$ cat src/rtl/flash_spi_pkg.sv
// Shared SPI NOR flash definitions: M25P16-class opcodes and the bulk-erase sequencer state encoding.
package flash_spi_pkg;

  localparam logic [7:0] CMD_WREN = 8'h06;
  localparam logic [7:0] CMD_BE   = 8'hC7;
  localparam logic [7:0] CMD_READ = 8'h03;
  localparam logic [7:0] CMD_PP   = 8'h02;
  localparam logic [7:0] CMD_SE   = 8'hD8;
  localparam logic [7:0] CMD_RDSR = 8'h05;

  typedef enum logic [2:0] {
    ST_IDLE       = 3'd0,
    ST_WREN_SETUP = 3'd1,
    ST_WREN_TX    = 3'd2,
    ST_WREN_HOLD  = 3'd3,
    ST_GAP        = 3'd4,
    ST_BE_SETUP   = 3'd5,
    ST_BE_TX      = 3'd6,
    ST_BE_HOLD    = 3'd7
  } state_t;

endpackage

$ cat src/rtl/spi_byte_tx.sv
// SPI mode-0 byte shifter: MSB first, CLK_DIV sys_clk cycles per bit, done pulses after the last sck fall.
module spi_byte_tx #(
  parameter int unsigned CLK_DIV = 4
) (
  input  logic       clk,
  input  logic       rst_n,
  input  logic       start,
  input  logic [7:0] data,
  output logic       sck,
  output logic       MOSI,
  output logic       done
);

  localparam int unsigned DW = (CLK_DIV > 2) ? $clog2(CLK_DIV) : 1;
  localparam logic [DW-1:0] HALF_LAST = DW'(CLK_DIV / 2 - 1);
  localparam logic [DW-1:0] BIT_LAST  = DW'(CLK_DIV - 1);

  logic          busy;
  logic [DW-1:0] div_cnt;
  logic [2:0]    bit_cnt;
  logic [7:0]    shreg;

  always_ff @(posedge clk) begin
    if (!rst_n) begin
      busy    <= 1'b0;
      div_cnt <= '0;
      bit_cnt <= '0;
      shreg   <= '0;
      sck     <= 1'b0;
      MOSI    <= 1'b0;
      done    <= 1'b0;
    end else begin
      done <= 1'b0;
      if (!busy) begin
        if (start) begin
          busy    <= 1'b1;
          div_cnt <= '0;
          bit_cnt <= 3'd7;
          shreg   <= {data[6:0], 1'b0};
          MOSI    <= data[7];
          sck     <= 1'b0;
        end
      end else begin
        if (div_cnt == HALF_LAST) sck <= 1'b1;
        if (div_cnt == BIT_LAST) begin
          // sck falls and MOSI advances on the same edge, so MOSI only moves while sck is low
          div_cnt <= '0;
          sck     <= 1'b0;
          if (bit_cnt == 3'd0) begin
            busy <= 1'b0;
            done <= 1'b1;
            MOSI <= 1'b0;
          end else begin
            bit_cnt <= bit_cnt - 3'd1;
            MOSI    <= shreg[7];
            shreg   <= {shreg[6:0], 1'b0};
          end
        end else begin
          div_cnt <= div_cnt + DW'(1);
        end
      end
    end
  end

endmodule

$ cat src/rtl/spi_flash_bulk_erase.sv
// Touch-key triggered WREN + BULK ERASE sequencer for an SPI NOR flash.
// Define KEY_DEBOUNCE_EN to debounce the key for 20 ms before edge detection.
module spi_flash_bulk_erase
  import flash_spi_pkg::*;
#(
  parameter int unsigned CLK_DIV      = 4,
  parameter int unsigned CS_SETUP_CYC = 2,
  parameter int unsigned CS_HOLD_CYC  = 2,
  parameter int unsigned CS_GAP_CYC   = 8,
  parameter logic [7:0]  CMD_WREN     = flash_spi_pkg::CMD_WREN,
  parameter logic [7:0]  CMD_BE       = flash_spi_pkg::CMD_BE
) (
  input  logic sys_clk,
  input  logic rst_n,
  input  logic touch_key,
  output logic MOSI,
  output logic cs_n,
  output logic sck
);

  localparam logic [7:0] SETUP_LAST = 8'(CS_SETUP_CYC - 1);
  localparam logic [7:0] HOLD_LAST  = 8'(CS_HOLD_CYC - 1);
  localparam logic [7:0] GAP_LAST   = 8'(CS_GAP_CYC - 1);

  logic key_s1, key_s2, key_level, key_prev, trig;

  always_ff @(posedge sys_clk) begin
    if (!rst_n) begin
      key_s1 <= 1'b1;
      key_s2 <= 1'b1;
    end else begin
      key_s1 <= touch_key;
      key_s2 <= key_s1;
    end
  end

`ifdef KEY_DEBOUNCE_EN
  localparam int unsigned DEBOUNCE_CYC = 1_000_000;
  logic [19:0] deb_cnt;
  logic        key_deb;

  always_ff @(posedge sys_clk) begin
    if (!rst_n) begin
      deb_cnt <= '0;
      key_deb <= 1'b1;
    end else if (key_s2 != key_deb) begin
      if (deb_cnt == 20'(DEBOUNCE_CYC - 1)) begin
        deb_cnt <= '0;
        key_deb <= key_s2;
      end else begin
        deb_cnt <= deb_cnt + 20'd1;
      end
    end else begin
      deb_cnt <= '0;
    end
  end

  assign key_level = key_deb;
`else
  assign key_level = key_s2;
`endif

  always_ff @(posedge sys_clk) begin
    if (!rst_n) key_prev <= 1'b1;
    else        key_prev <= key_level;
  end

  assign trig = key_prev & ~key_level;

  state_t     state;
  logic [7:0] cnt;
  logic       tx_start, tx_done;
  logic [7:0] tx_byte;

  assign tx_start = ((state == ST_WREN_SETUP) || (state == ST_BE_SETUP)) && (cnt == SETUP_LAST);
  assign tx_byte  = (state == ST_BE_SETUP) ? CMD_BE : CMD_WREN;

  spi_byte_tx #(.CLK_DIV(CLK_DIV)) u_tx (
    .clk   (sys_clk),
    .rst_n (rst_n),
    .start (tx_start),
    .data  (tx_byte),
    .sck   (sck),
    .MOSI  (MOSI),
    .done  (tx_done)
  );

  always_ff @(posedge sys_clk) begin
    if (!rst_n) begin
      state <= ST_IDLE;
      cnt   <= '0;
      cs_n  <= 1'b1;
    end else begin
      case (state)
        ST_IDLE: if (trig) begin
          state <= ST_WREN_SETUP;
          cs_n  <= 1'b0;
          cnt   <= '0;
        end
        ST_WREN_SETUP, ST_BE_SETUP: begin
          if (cnt == SETUP_LAST) begin
            state <= (state == ST_WREN_SETUP) ? ST_WREN_TX : ST_BE_TX;
            cnt   <= '0;
          end else begin
            cnt <= cnt + 8'd1;
          end
        end
        // The done cycle already has sck low, so it counts as the first hold cycle
        ST_WREN_TX, ST_BE_TX: if (tx_done) begin
          state <= (state == ST_WREN_TX) ? ST_WREN_HOLD : ST_BE_HOLD;
          cnt   <= 8'd1;
        end
        ST_WREN_HOLD, ST_BE_HOLD: begin
          if (cnt >= HOLD_LAST) begin
            state <= (state == ST_WREN_HOLD) ? ST_GAP : ST_IDLE;
            cs_n  <= 1'b1;
            cnt   <= '0;
          end else begin
            cnt <= cnt + 8'd1;
          end
        end
        ST_GAP: begin
          if (cnt == GAP_LAST) begin
            state <= ST_BE_SETUP;
            cs_n  <= 1'b0;
            cnt   <= '0;
          end else begin
            cnt <= cnt + 8'd1;
          end
        end
        default: begin
          state <= ST_IDLE;
          cs_n  <= 1'b1;
          cnt   <= '0;
        end
      endcase
    end
  end

endmodule

$ cat config.mk
export PLATFORM = sky130hd
export DESIGN_NAME = spi_flash_bulk_erase
export DESIGN_NICKNAME = d
export VERILOG_FILES = /design/src/rtl/flash_spi_pkg.sv /design/src/rtl/spi_byte_tx.sv /design/src/rtl/spi_flash_bulk_erase.sv
export SDC_FILE = /design/constraint.sdc
export NUM_CORES = 1
export LEC_CHECK = 0
export CAP_MARGIN = 30
export CORE_UTILIZATION = 50
export CTS_BUF_LIST = sky130_fd_sc_hd__clkbuf_4
export DETAILED_ROUTE_END_ITERATION = 12
export PLACE_DENSITY = 0.76
export SLEW_MARGIN = 10
export SYNTH_ARGS = -nofsm -noshare
export SYNTH_HDL_FRONTEND = slang
export SYNTH_SLANG_ARGS = --single-unit
$ cat constraint.sdc
create_clock -name sys_clk -period 2.2 [get_ports sys_clk]
set_input_delay 0.44 -clock sys_clk [delete_from_list [all_inputs] [get_ports sys_clk]]
set_output_delay 0.44 -clock sys_clk [all_outputs]
set_load 0.1 [all_outputs]
==> results.yml, run 1 <==
detailed_routing:
  drt_pre_antenna_iters: 4
  drt_iter0_drc: 77
  viasPerCell: 5.898
  drc: 0
  vias: 1439
  finalWirelength_microns: 3477
  detail-route-antenna-nets: 0
  drt-wirelength-per-cell_microns: 14.25
timing:
  totalNegativeSetupSlack_ps: 0
  relSlewSlack: 0.5573
  min_period_ps: 2077
  finalMaxSlewViolations: 0
  setup_viol: 0
  rsz0062_at_grt: "no"
  hold_violations: 0
  min_period_over_period: 0.9442
  worstMarginPinSlew_ps: 662.8
  fin_skew_ps: 7.132
  fmax_ghz: 0.4814
logic_synthesis:
  avgSynthCellArea_sq_um: 8.645
  synth_xor_area_frac: 0
  synth_flop_cell: "dfxtp_1"
  synth_seq_cells: 31
  synth_compound_area_frac: 0.2125
  synth_top_family_by_area: "simple AND/OR/NAND/NOR gates"
  synth_edf_count: 0
  synth_nets: 198
  ys_seq_area_frac: 0.3818
  yosysUniqueCellTypes: 42
  synthCells: 188
  synth_area_sq_mm: 0.001625
  synthAdderAreaFrac: 0.05389
  async_flop_share: 0
  yosys.area_share.simple: 0.2918
  synthMuxAreaShare: 0.01848
  yosysWarningCount: 0
clocking:
  cts_inserted_buffers: 5
  h-tree-depth: 2
  ctsLongestPathBuffers: 2
  hold_buffers: 0
  cts_resized: 0
  tritoncts: "yes"
  post_cts_buffers: 0
  clk_latency_ps: 320
  clk_pin_slew_worst_paths_ps: 90
  cts-root-buf: "clkbuf_4"
  cts_sinks: 31
critical_path:
  path_max_fanout: 6
  worst-setup-path-type: "reg2reg"
  crit_arrival_ps: 2260
  startpoint_type: "flip-flop"
  cp.required_ps: 2380
  timing.rr.start: "cnt[0]"
  cp-end-kind: "flip-flop"
  crit_path_start: "cnt[0]"
die:
  io_pins: 6
  initial_utilization: 0.5280
  row_count: 20
  die_x_microns: 59.02
  die_area_sq_mm: 0.003483
  die_y_microns: 59.02
  core_sq_mm: 0.003078
cells_and_area:
  syn_to_final_growth_pct: 10.93
  drive_gt1_frac: 0.1550
  finalNonFillerCells: 244
  n_antenna_cell: 0
  final_util: 0.5858
  nNetsFinal: 210
grt:
  grt_overflow: 0
  antenna_found_initial: 0
  track_usage: 0.2333
  grt_max_degree: 16
  grt_pass1_vias: 1408
  grt_pass1_wl_microns: 6127
placed_design:
  dpl.hpwl_microns: 2566
  portBuffers: 5
  routabilityCongestion: 0.9348
  dp.cells: 237
run:
  drv_cap: 0
power_and_ir_drop:
  power.total_w: 0.0009338
  peakVddDrop_mv: 0.3332
  leakage_nw: 0.6955
  powerDensity_mw_per_mm2: 517.9
run_status:
  status: "completed"
min_path:
  min_from: "key_s1"
  hp-class: "reg2reg"
==> layer usage <==
layer	up-vias	GRT usage	wire (microns)
li1	723	-	-
met1	662	0.2943	1499
met2	47	0.3831	1717
met3	7	0.06114	213
met4	0	0.08503	47
met5	-	0	0
==> final timing paths <==
path	end	slack [ps]	cells past startpoint
worst max-delay path	cnt[4]	120	6
worst max register to register	cnt[4]	120	6
worst min register to register	key_level	410	1
worst min-delay path	key_level	410	1
==> worst max-delay path: stages (launching register included) <==
cell       delay (ps)
dfxtp_1           430
ha_1              300
a21bo_2           170
a211oi_1           70
buf_4             160
a2111oi_2         640
nor4_1            150
==> registers in the layout, summed over array words and instances (netlist names) <==
name / count
u_tx.busy: 1
u_tx.bit_cnt: 3
u_tx.shreg: 7
cs_n: 1
cnt: 8
u_tx.MOSI: 1
key_s1: 1
u_tx.done: 1
u_tx.div_cnt: 2
state: 3
key_level: 1
u_tx.sck: 1
key_prev: 1
==> kinds of logic after synthesis <==
group / count (synthesis)
AOI/OAI and AO/OA: 46
and+or+nand+nor: 83
DFF: 31
buffers and inverters: 18
muxes: 3
adders and majority gates: 7
==> placed cells by master, fill, tap and decap left out, types with 2 or more instances in the layout <==
cell	instances
dfxtp_1	31
nand2_1	15
buf_4	12
nand2b_1	10
nand3_1	10
a21oi_1	10
nor3_1	10
inv_1	9
nor2_1	9
nor4_1	8
o21ai_0	7
ha_1	7
and3_1	5
clkbuf_4	5
nor2b_1	4
a211oi_1	4
nand3b_1	3
o221a_2	3
mux2i_1	3
o211a_1	3
or4_4	2
or2_2	2
a2111oi_2	2
o21a_1	2
o22ai_1	2
a31oi_1	2
clkdlybuf4s50_1	2
==> per-stage QoR <==
step / setup slack (ps) / hold slack (ps) / cell area, sq um
CTS: 144.8 / 419.9 / 1803
detailed placement: 180.6 / 397.3 / 1757
floorplan: 366.6 / 386.3 / 1625
global route: 1.869 / 437.7 / 1803
finish: 122.9 / 413.3 / 1803
global placement: 300.5 / 391.0 / 1757
==> power by group <==
group	switching [W]	total [W]	internal [W]
combinational	0.0000407	0.0000641	0.0000234
clock	0.000186	0.000299	0.000113
sequential	0.00000478	0.000571	0.000566
==> cell usage after synthesis, types with 3 or more instances <==
library cell   n  share of area
dfxtp_1       31           0.38
nand2_1       15          0.035
a21oi_1       10          0.031
nand2b_1      10          0.038
nand3_1       10          0.031
nor3_1        10          0.031
inv_1          9          0.021
nor2_1         9          0.021
clkbuf_1       8          0.018
nor4_1         8          0.031
ha_1           7          0.054
o21ai_0        7          0.022
and3_1         5          0.019
a211oi_1       4          0.018
nor2b_1        4          0.015
mux2i_1        3          0.018
nand3b_1       3          0.014
o211a_1        3          0.018
o221a_2        3          0.021
==> layout make-up <==
type,count,area (sq um)
well taps,44,55.05
multi-input cells,139,937.1
flip-flops and latches,31,620.6
inverters,9,33.78
repair buffers,14,110.1
fillers,296,1275
clock buffers,5,37.54
clock inverters,2,8.758
No activity file was read; power rests on OpenSTA's default activity.
==> inputs of run 2 (changes only) <==
- GPL_TIMING_DRIVEN: unset -> 1
==> results of run 2 <==
No change in the layout: final DEF, timing and power equal those of run 1.
